## src/rtl/mlp_layer_sequencer_if.sv

```systemverilog
// Handshake bundle between the MLP layer sequencer, the host, the fc layers and the output sink.
// The master modport is the environment side and the slave modport is the sequencer.
interface mlp_layer_sequencer_if #(
  parameter int NUM_LAYERS  = 5,
  parameter int FRAME_CNT_W = 16
);
  logic                   i_in_valid;
  logic                   o_in_ready;
  logic [NUM_LAYERS-1:0]  o_start;
  logic [NUM_LAYERS-1:0]  i_layer_busy;
  logic [NUM_LAYERS-1:0]  o_cim_busy;
  logic [NUM_LAYERS-1:0]  o_func_start;
  logic [NUM_LAYERS-1:0]  o_next_busy;
  logic [NUM_LAYERS-1:0]  i_func_done;
  logic                   o_out_valid;
  logic                   i_out_ready;
  logic [FRAME_CNT_W-1:0] o_frames_done;

  modport master (
    output i_in_valid, i_layer_busy, i_func_done, i_out_ready,
    input  o_in_ready, o_start, o_cim_busy, o_func_start, o_next_busy,
           o_out_valid, o_frames_done
  );

  modport slave (
    input  i_in_valid, i_layer_busy, i_func_done, i_out_ready,
    output o_in_ready, o_start, o_cim_busy, o_func_start, o_next_busy,
           o_out_valid, o_frames_done
  );
endinterface

```

## src/rtl/mlp_layer_sequencer.sv

```systemverilog
// Schedules write / MVM / readout phases for a chain of fc CIM layers, one FSM per layer,
// with handoff to a layer only when it is empty so frames pipeline down the chain.
module mlp_layer_sequencer #(
  parameter int NUM_LAYERS  = 5,
  parameter int CIM_LATENCY = 16,
  parameter int FRAME_CNT_W = 16
) (
  input  logic                   clk,
  input  logic                   rst,
  mlp_layer_sequencer_if.slave   bus
);
  localparam int LAST  = NUM_LAYERS - 1;
  localparam int CNT_W = (CIM_LATENCY > 1) ? $clog2(CIM_LATENCY) : 1;

  localparam logic [3:0] S_EMPTY = 4'd0;
  localparam logic [3:0] S_START = 4'd1;
  localparam logic [3:0] S_WR_HI = 4'd2;
  localparam logic [3:0] S_WR_LO = 4'd3;
  localparam logic [3:0] S_MVM   = 4'd4;
  localparam logic [3:0] S_HOLD  = 4'd5;
  localparam logic [3:0] S_FUNC  = 4'd6;
  localparam logic [3:0] S_DRAIN = 4'd7;
  localparam logic [3:0] S_OUT   = 4'd8;

  logic [3:0]             state_q [NUM_LAYERS];
  logic [3:0]             state_d [NUM_LAYERS];
  logic [CNT_W-1:0]       cnt_q   [NUM_LAYERS];
  logic [CNT_W-1:0]       cnt_d   [NUM_LAYERS];
  logic [FRAME_CNT_W-1:0] frames_q, frames_d;

  logic [NUM_LAYERS-1:0]  empty, load, drain_done, next_busy;

  // Load events: host for layer 0, predecessor's drain-done cycle for the rest.
  always_comb begin
    // NOTE: every signal written here gets a default first, so no path leaves it unassigned and no latch is inferred.
    empty      = '0;
    drain_done = '0;
    load       = '0;
    next_busy  = '0;
    for (int l = 0; l < NUM_LAYERS; l++) begin
      empty[l]      = (state_q[l] == S_EMPTY);
      drain_done[l] = (state_q[l] == S_DRAIN) && bus.i_func_done[l];
    end
    load[0]         = bus.i_in_valid && empty[0];
    next_busy[LAST] = ~bus.i_out_ready;
    for (int l = 1; l < NUM_LAYERS; l++) begin
      load[l]        = drain_done[l-1];
      next_busy[l-1] = ~empty[l];
    end
  end

  always_comb begin
    frames_d = frames_q;
    for (int l = 0; l < NUM_LAYERS; l++) begin
      state_d[l] = state_q[l];
      cnt_d[l]   = cnt_q[l];
      case (state_q[l])
        S_EMPTY: if (load[l]) state_d[l] = S_START;
        S_START: state_d[l] = S_WR_HI;
        S_WR_HI: if (bus.i_layer_busy[l]) state_d[l] = S_WR_LO;
        S_WR_LO: if (!bus.i_layer_busy[l]) begin
          cnt_d[l]   = CNT_W'(CIM_LATENCY - 1);
          state_d[l] = S_MVM;
        end
        S_MVM: begin
          if (cnt_q[l] == '0) state_d[l] = S_HOLD;
          else                cnt_d[l]   = cnt_q[l] - 1'b1;
        end
        // Successor occupancy is taken from registered state, so a successor that
        // empties this cycle is only seen next cycle.
        S_HOLD:  if (!next_busy[l]) state_d[l] = S_FUNC;
        S_FUNC:  state_d[l] = S_DRAIN;
        S_DRAIN: if (bus.i_func_done[l]) state_d[l] = (l == LAST) ? S_OUT : S_EMPTY;
        S_OUT: if (bus.i_out_ready) begin
          state_d[l] = S_EMPTY;
          frames_d   = frames_q + 1'b1;
        end
        default: state_d[l] = S_EMPTY;
      endcase
    end
  end

  always_ff @(posedge clk or posedge rst) begin
    if (rst) begin
      for (int l = 0; l < NUM_LAYERS; l++) begin
        state_q[l] <= S_EMPTY;
        cnt_q[l]   <= '0;
      end
      frames_q <= '0;
    end else begin
      // NOTE: non-blocking updates let every layer read the others' pre-edge state, independent of loop order.
      for (int l = 0; l < NUM_LAYERS; l++) begin
        state_q[l] <= state_d[l];
        cnt_q[l]   <= cnt_d[l];
      end
      frames_q <= frames_d;
    end
  end

  // Outputs decode state registers directly, so reset clears them without waiting for a clock.
  always_comb begin
    bus.o_start      = '0;
    bus.o_cim_busy   = '0;
    bus.o_func_start = '0;
    for (int l = 0; l < NUM_LAYERS; l++) begin
      bus.o_start[l]      = (state_q[l] == S_START);
      bus.o_cim_busy[l]   = (state_q[l] == S_MVM);
      bus.o_func_start[l] = (state_q[l] == S_FUNC);
    end
    bus.o_in_ready    = empty[0];
    bus.o_next_busy   = next_busy;
    bus.o_out_valid   = (state_q[LAST] == S_OUT);
    bus.o_frames_done = frames_q;
  end
endmodule

```

## src/flat_wrapper.sv

```systemverilog
// flat-port wrapper written by rule: the top's interface ports become plain ports
module mlp_layer_sequencer_flat 
#(
  parameter int NUM_LAYERS  = 5,
  parameter int CIM_LATENCY = 16,
  parameter int FRAME_CNT_W = 16
)
  (clk, rst, bus_i_in_valid, bus_i_layer_busy, bus_i_func_done, bus_i_out_ready, bus_o_in_ready, bus_o_start, bus_o_cim_busy, bus_o_func_start, bus_o_next_busy, bus_o_out_valid, bus_o_frames_done);
  mlp_layer_sequencer_if #(.NUM_LAYERS(NUM_LAYERS), .FRAME_CNT_W(FRAME_CNT_W)) bus_i ();
  input  logic clk;
  input  logic rst;
  input wire logic [$bits(bus_i.i_in_valid)-1:0] bus_i_in_valid;
  input wire logic [$bits(bus_i.i_layer_busy)-1:0] bus_i_layer_busy;
  input wire logic [$bits(bus_i.i_func_done)-1:0] bus_i_func_done;
  input wire logic [$bits(bus_i.i_out_ready)-1:0] bus_i_out_ready;
  output wire logic [$bits(bus_i.o_in_ready)-1:0] bus_o_in_ready;
  output wire logic [$bits(bus_i.o_start)-1:0] bus_o_start;
  output wire logic [$bits(bus_i.o_cim_busy)-1:0] bus_o_cim_busy;
  output wire logic [$bits(bus_i.o_func_start)-1:0] bus_o_func_start;
  output wire logic [$bits(bus_i.o_next_busy)-1:0] bus_o_next_busy;
  output wire logic [$bits(bus_i.o_out_valid)-1:0] bus_o_out_valid;
  output wire logic [$bits(bus_i.o_frames_done)-1:0] bus_o_frames_done;
  assign bus_i.i_in_valid = bus_i_in_valid;
  assign bus_i.i_layer_busy = bus_i_layer_busy;
  assign bus_i.i_func_done = bus_i_func_done;
  assign bus_i.i_out_ready = bus_i_out_ready;
  assign bus_o_in_ready = bus_i.o_in_ready;
  assign bus_o_start = bus_i.o_start;
  assign bus_o_cim_busy = bus_i.o_cim_busy;
  assign bus_o_func_start = bus_i.o_func_start;
  assign bus_o_next_busy = bus_i.o_next_busy;
  assign bus_o_out_valid = bus_i.o_out_valid;
  assign bus_o_frames_done = bus_i.o_frames_done;
  mlp_layer_sequencer #(.NUM_LAYERS(NUM_LAYERS), .CIM_LATENCY(CIM_LATENCY), .FRAME_CNT_W(FRAME_CNT_W)) u_core (.clk(clk), .rst(rst), .bus(bus_i));
endmodule
```

## config.mk

```make
export PLATFORM = sky130hd
export DESIGN_NAME = mlp_layer_sequencer_flat
export DESIGN_NICKNAME = d
export VERILOG_FILES = /design/src/rtl/mlp_layer_sequencer_if.sv /design/src/rtl/mlp_layer_sequencer.sv /design/src/flat_wrapper.sv
export SDC_FILE = /design/constraint.sdc
export NUM_CORES = 1
export LEC_CHECK = 0
export CAP_MARGIN = 20
export CORE_MARGIN = 2
export CORE_UTILIZATION = 48
export CTS_CLUSTER_SIZE = 14
export DETAILED_ROUTE_END_ITERATION = 6
export PLACE_DENSITY = 0.79
export SLEW_MARGIN = 20
export SYNTH_ARGS = -nofsm -noshare
export SYNTH_HDL_FRONTEND = slang
export SYNTH_SLANG_ARGS = --single-unit
```

## constraint.sdc

```tcl
create_clock -name clk -period 1.7 [get_ports clk]
set_input_delay 0.425 -clock clk [delete_from_list [all_inputs] [get_ports clk]]
set_output_delay 0.425 -clock clk [all_outputs]
set_load 0.1 [all_outputs]
```

# Word-level counts from Yosys, hierarchy flattened
# Index checks and enable logic that the tools add are counted.
[totals]
regBits = 56
in_bits = 14
output_inout_bits = 38
elab_cells = 193
[classes]
addsub = 6
n_eq_ne = 80
muxes = 61
bitwise = 5
reduce_logical = 30
[op_table]
columns = ["op", "n"]
rows = [
  ["4-bit case mux with 9 select lines", 5],
  ["4-bit 2-to-1 mux", 41],
  ["16-bit 2-to-1 mux", 10],
  ["4-bit by 3-bit equality test with 1-bit output, second input constant", 20],
  ["2-bit inequality test, second input constant", 30],
  ["4-bit by 2-bit equality test with 1-bit output, second input constant", 10],
  ["4-bit zero test", 10],
  ["4-bit case mux with 2 select lines", 5],
  ["7-bit AND reduction", 5],
  ["4-bit by 1-bit equality test with 1-bit output, second input constant", 5],
  ["4-bit equality test, second input constant", 5],
  ["2-bit by 1-bit inequality test with 1-bit output, second input constant", 10],
  ["4-bit by 1-bit subtractor with 4-bit output, second input constant", 5],
  ["16-bit by 1-bit adder with 16-bit output, second input constant", 1],
  ["3-bit AND reduction", 5],
  ["2-bit nonzero test", 5],
  ["1-bit logical AND", 5],
  ["1-bit NOT", 5],
]

# Longest topological paths before layout
[depth]
depth_word = 11
ltp_mapped = 7
ltp_nobuf = 7

# Worst setup path after synthesis
# OpenSTA, ideal clock, no wires.
[synth_timing]
path_kind = "register to register"
startpoint = "register u_core.state_q[4] in the netlist's numbering"
endpoint = "register u_core.cnt_q[5] in the netlist's numbering"
setup_ps = 124
t_arrival_ps = 3351
required_time_ps = 1576
path_slack_ps = -1774
path_stages_with_launch = 5
path_buffers = 0
period_less_slack_ps = 3474
cell_sequence = "dfrtp_1 -> nor3b_1 -> and2b_1 -> nand2_1 -> o31a_1"
[synth_between]
elab_chain_cells = 3
elab_cells_between_ends = 7
cone_classes = "4 x eq/ne; 1 x mux; 2 x reduce/logical"
[synth_lines]
columns = ["element", "line_no", "text"]
rows = [
  ["start, declared", "mlp_layer_sequencer.sv:25", "logic [3:0] state_q [NUM_LAYERS];"],
  ["start signal, assigned by index", "mlp_layer_sequencer.sv:93", "state_q[l] <= state_d[l];"],
  ["4-bit by 3-bit equality test with 1-bit output (*)", "n/a", ""],
  ["via bus_o_cim_busy[3]", "flat_wrapper.sv:18", "output wire logic [$bits(bus_i.o_cim_busy)-1:0] bus_o_cim_busy;"],
  ["2-bit inequality test (no source line) or 2-bit nonzero test (tied branches)", "n/a", ""],
  ["3-bit AND reduction (no source line)", "n/a", ""],
  ["end signal, assigned by index", "mlp_layer_sequencer.sv:94", "cnt_q[l] <= cnt_d[l];"],
  ["end, declared", "mlp_layer_sequencer.sv:27", "logic [CNT_W-1:0] cnt_q [NUM_LAYERS];"],
]
# Mark *: on every way through the listed nets, which the timed path passes. The rest lies on a longest branch.
# A chain may end at the register's enable or synchronous reset.

# Worst setup path in the final report
[layout_timing]
startpoint = "register u_core.state_q[0] in the netlist's numbering"
endpoint = "output port bus_o_cim_busy[4]"
[layout_between]
elab_chain_cells = 1
[layout_lines]
columns = ["element", "line_no", "text"]
rows = [
  ["4-bit by 3-bit equality test with 1-bit output", "mlp_layer_sequencer.sv:107", "bus.o_cim_busy[l] = (state_q[l] == S_MVM);"],
  ["end, declared", "flat_wrapper.sv:18", ""],
]
# Every way passes these cells.

==> results.json <==
{
  "p_clk_share_pct": 8.6,
  "coreArea_um2": 5990,
  "via_per_inst": 5.57,
  "critPathCaptureType": "output pin",
  "p_total_uw": 10100,
  "yosysUniqueCellTypes": 63,
  "setup_viol": 24,
  "p_sw_uw": 4850,
  "grt_start_max_net_pins": 53,
  "power.density_nw_per_um2": 2020,
  "cts_made_buffers": 5,
  "synthArstFlopShare_pct": 100,
  "synth-seq-cells": 52,
  "status": "finished with violations",
  "post_dp_cell_area_um2": 4310,
  "drive_gt1_share_pct": 49.2,
  "synth_seq_area_share_pct": 43.3,
  "critPathKind": "reg2out",
  "power_frac_comb_pct": 68.7,
  "fp.dieW_um": 83.1,
  "nets": 466,
  "vias": 2910,
  "grt_overflow": 0,
  "seq_power_share_pct": 22.7,
  "cp-start-kind": "flop",
  "diodes": 0,
  "path_clk_slew_ns": 0.11,
  "ctsRootBufferMaster": "clkbuf_8",
  "firstDrtPassIters": 4,
  "antenna_found_initial": 0,
  "hold_ws_ns": 0.480,
  "syn-num-nets": 344,
  "violations": "setup timing",
  "grt_first_pass_wirelength_mm": 13.0,
  "swShare_pct": 48.0,
  "multi_input_area_um2": 1830,
  "post-route-period-util_pct": 116,
  "n_fill_cell": 311,
  "synth_compound_area_share_pct": 13.7,
  "dieArea_um2": 6910,
  "wire_per_inst_um": 16.3,
  "synth-simple-area-share_pct": 27.9,
  "io_pins": 52,
  "internal-power_uw": 5250,
  "drt-initial-drc-count": 124,
  "antenna_left": 0,
  "num_rows": 28,
  "synth_adder_area_share_pct": 2.50,
  "io_buffers": 51,
  "synthMuxAreaShare_pct": 1.46,
  "tritoncts": "done",
  "leakagePower_uw": 0.00219,
  "clock.fmax_ghz": 0.508,
  "rsz0062_at_grt": "yes",
  "initial_core_util_pct": 50.2,
  "syn_avg_cell_area_um2": 9.28,
  "worst_slew_pin_slew_ns": 0.449,
  "grt_use_total_pct": 22.6,
  "insertion_delay_ns": 0.32,
  "drt-total-wl_mm": 8.51,
  "die_height_um": 83.1,
  "clk_path_buf_depth": 2,
  "place_hpwl_mm": 4.91,
  "crit_required_ns": 1.27,
  "dp_cells": 465,
  "drc_errors": 0,
  "synth_top_family_by_area": "simple AND/OR/NAND/NOR gates",
  "area_growth_pct": 66.6,
  "max-cap-violations": 0,
  "rrSetupSlack_ns": -0.05,
  "hold_viol_final": 0,
  "yosysWarnings": 0,
  "ys.flop_type": "dfrtp_1",
  "postLayoutCellArea_um2": 5010,
  "clock_sinks": 52,
  "seq_area_um2": 1330,
  "netlist_area_um2": 3010,
  "crit_path_max_fanout": 7,
  "slew-limit-headroom_pct": 69.8,
  "slew_viol_final": 0,
  "netlist_instances": 324,
  "h-tree-depth": 2,
  "period_minus_slack_ns": 1.97,
  "grt_pass1_vias": 2772,
  "synth_edf_count": 0,
  "synth_xor_area_share_pct": 5.53,
  "final_cell_count_no_fill": 522,
  "worst_ir_drop_vdd_mv": 1.60,
  "routabilityCongestion": 0.888,
  "crit_arrival_ns": 1.54,
  "layout_setup_ws_ns": -0.267,
  "hold_path_class": "in2async",
  "finalClockSkew_ns": 0.00976
}
through the flow:
stage	utilization [%]	setup slack (ns)	TNS [ns]
after global routing	83.6	-0.316	-3.40
after CTS	79.4	-0.267	-1.96
after detailed placement	71.9	-0.262	-2.55
final	83.6	-0.267	-1.72
after global placement	71.9	-0.213	-1.69
after floorplan	-	-0.541	-9.68
cell type report:
cell class | instances | area share [%]
clock buffers | 5 | 1.37
multi-input cells | 236 | 36.5
clock inverters | 3 | 0.849
inverters | 21 | 1.70
repair buffers | 130 | 31.1
well taps | 75 | 1.87
flip-flops and latches | 52 | 26.6
placed cells by master, fill, tap and decap left out, types with 6 or more instances in the layout:
cell type / count
clkdlybuf4s50_1: 13
o21ai_1: 7
xnor2_1: 10
dfrtp_1: 27
and3_1: 6
nand2_1: 34
nor3_1: 13
buf_4: 62
a21oi_1: 15
xor2_1: 9
buf_12: 39
buf_6: 16
inv_1: 12
nor2_1: 16
o21ai_0: 8
dfrtp_2: 25
inv_2: 7
nand3_1: 15
nor3_4: 7
flip-flops by register name, indices dropped and copies added, names as in the netlist:
register and flops:
u_core.cnt_q 20, u_core.bus.o_frames_done 16, u_core.state_q 16
per-layer routing:
| metal | part of all wire, % | up-vias | routed length [um] | GRT usage, % |
|---|---|---|---|---|
| met1 | 41 | 1422 | 3460 | 29.5 |
| li1 | - | 1381 | - | - |
| met5 | 0 | - | 0 | 0 |
| met3 | 4.3 | 15 | 362 | 4.67 |
| met4 | 1.6 | 0 | 136 | 6.11 |
| met2 | 53 | 92 | 4550 | 38.4 |
cells in the mapped netlist (3+ instances only):
cell	instances	area (um2)
nor3_2	4	40.0
and3_1	8	50.1
ha_1	6	75.1
inv_1	21	78.8
o21ai_0	14	70.1
or3_1	5	31.3
xor2_1	9	78.8
buf_4	3	22.5
nor4_1	3	18.8
nor2_1	25	93.8
buf_2	6	30.0
a211o_1	4	35.0
nand2_1	37	139
nand4_1	3	18.8
clkbuf_1	4	15.0
xnor2_1	10	87.6
nor3b_1	3	22.5
a21oi_1	16	80.1
nor3_1	17	85.1
a31oi_1	4	25.0
nand3_1	16	80.1
dfrtp_1	52	1300
nand2b_1	7	43.8
kinds of logic after synthesis:
kind of cell	count (synthesis)
AO/OA/AOI/OAI	60
XOR/XNOR	19
adder cells (fa/ha/maj)	6
buffers and inverters	36
flip-flops	52
multiplexers	4
AND/OR/NAND/NOR	147
worst max-delay path, stage by stage, from the launching register on:
cell     delay [ns]
dfrtp_2        0.49
buf_6          0.17
nor3_4         0.25
buf_6          0.14
buf_12         0.16
final timing paths:
kind	end	cells after the start	startpoint
min in group clk	u_core.cnt_q[12]$_DFFE_PP0P_	1	u_core.cnt_q[12]$_DFFE_PP0P_
max	bus_o_cim_busy[4]	4	u_core.state_q[0]$_DFFE_PP0P_
max reg2reg	u_core.state_q[0]$_DFFE_PP0P_	6	u_core.cnt_q[1]$_DFFE_PP0P_
min reg2reg	u_core.cnt_q[12]$_DFFE_PP0P_	1	u_core.cnt_q[12]$_DFFE_PP0P_
min	u_core.state_q[0]$_DFFE_PP0P_	3	rst
max in group asynchronous	u_core.bus.o_frames_done[10]$_DFFE_PP0P_	3	rst
repair_timing:
item,in CTS,in global routing
resized for setup,35,33
endpoints found under the hold margin,0,0
buffers inserted,33,16
gates cloned,0,0
endpoints found under the setup margin,22,46
hold buffers,0,0
pin swaps,16,17
power groups by stage:
stage | clock network, uW | logic [uW] | registers [uW]
after floorplan | 0 | 3920 | 2170
after global placement | 0 | 5270 | 2290
after detailed placement | 0 | 5400 | 2320
after CTS | 869 | 6280 | 2240
after global routing | 935 | 7290 | 2350
final | 872 | 6940 | 2290
(Power assumes the default switching activity.)
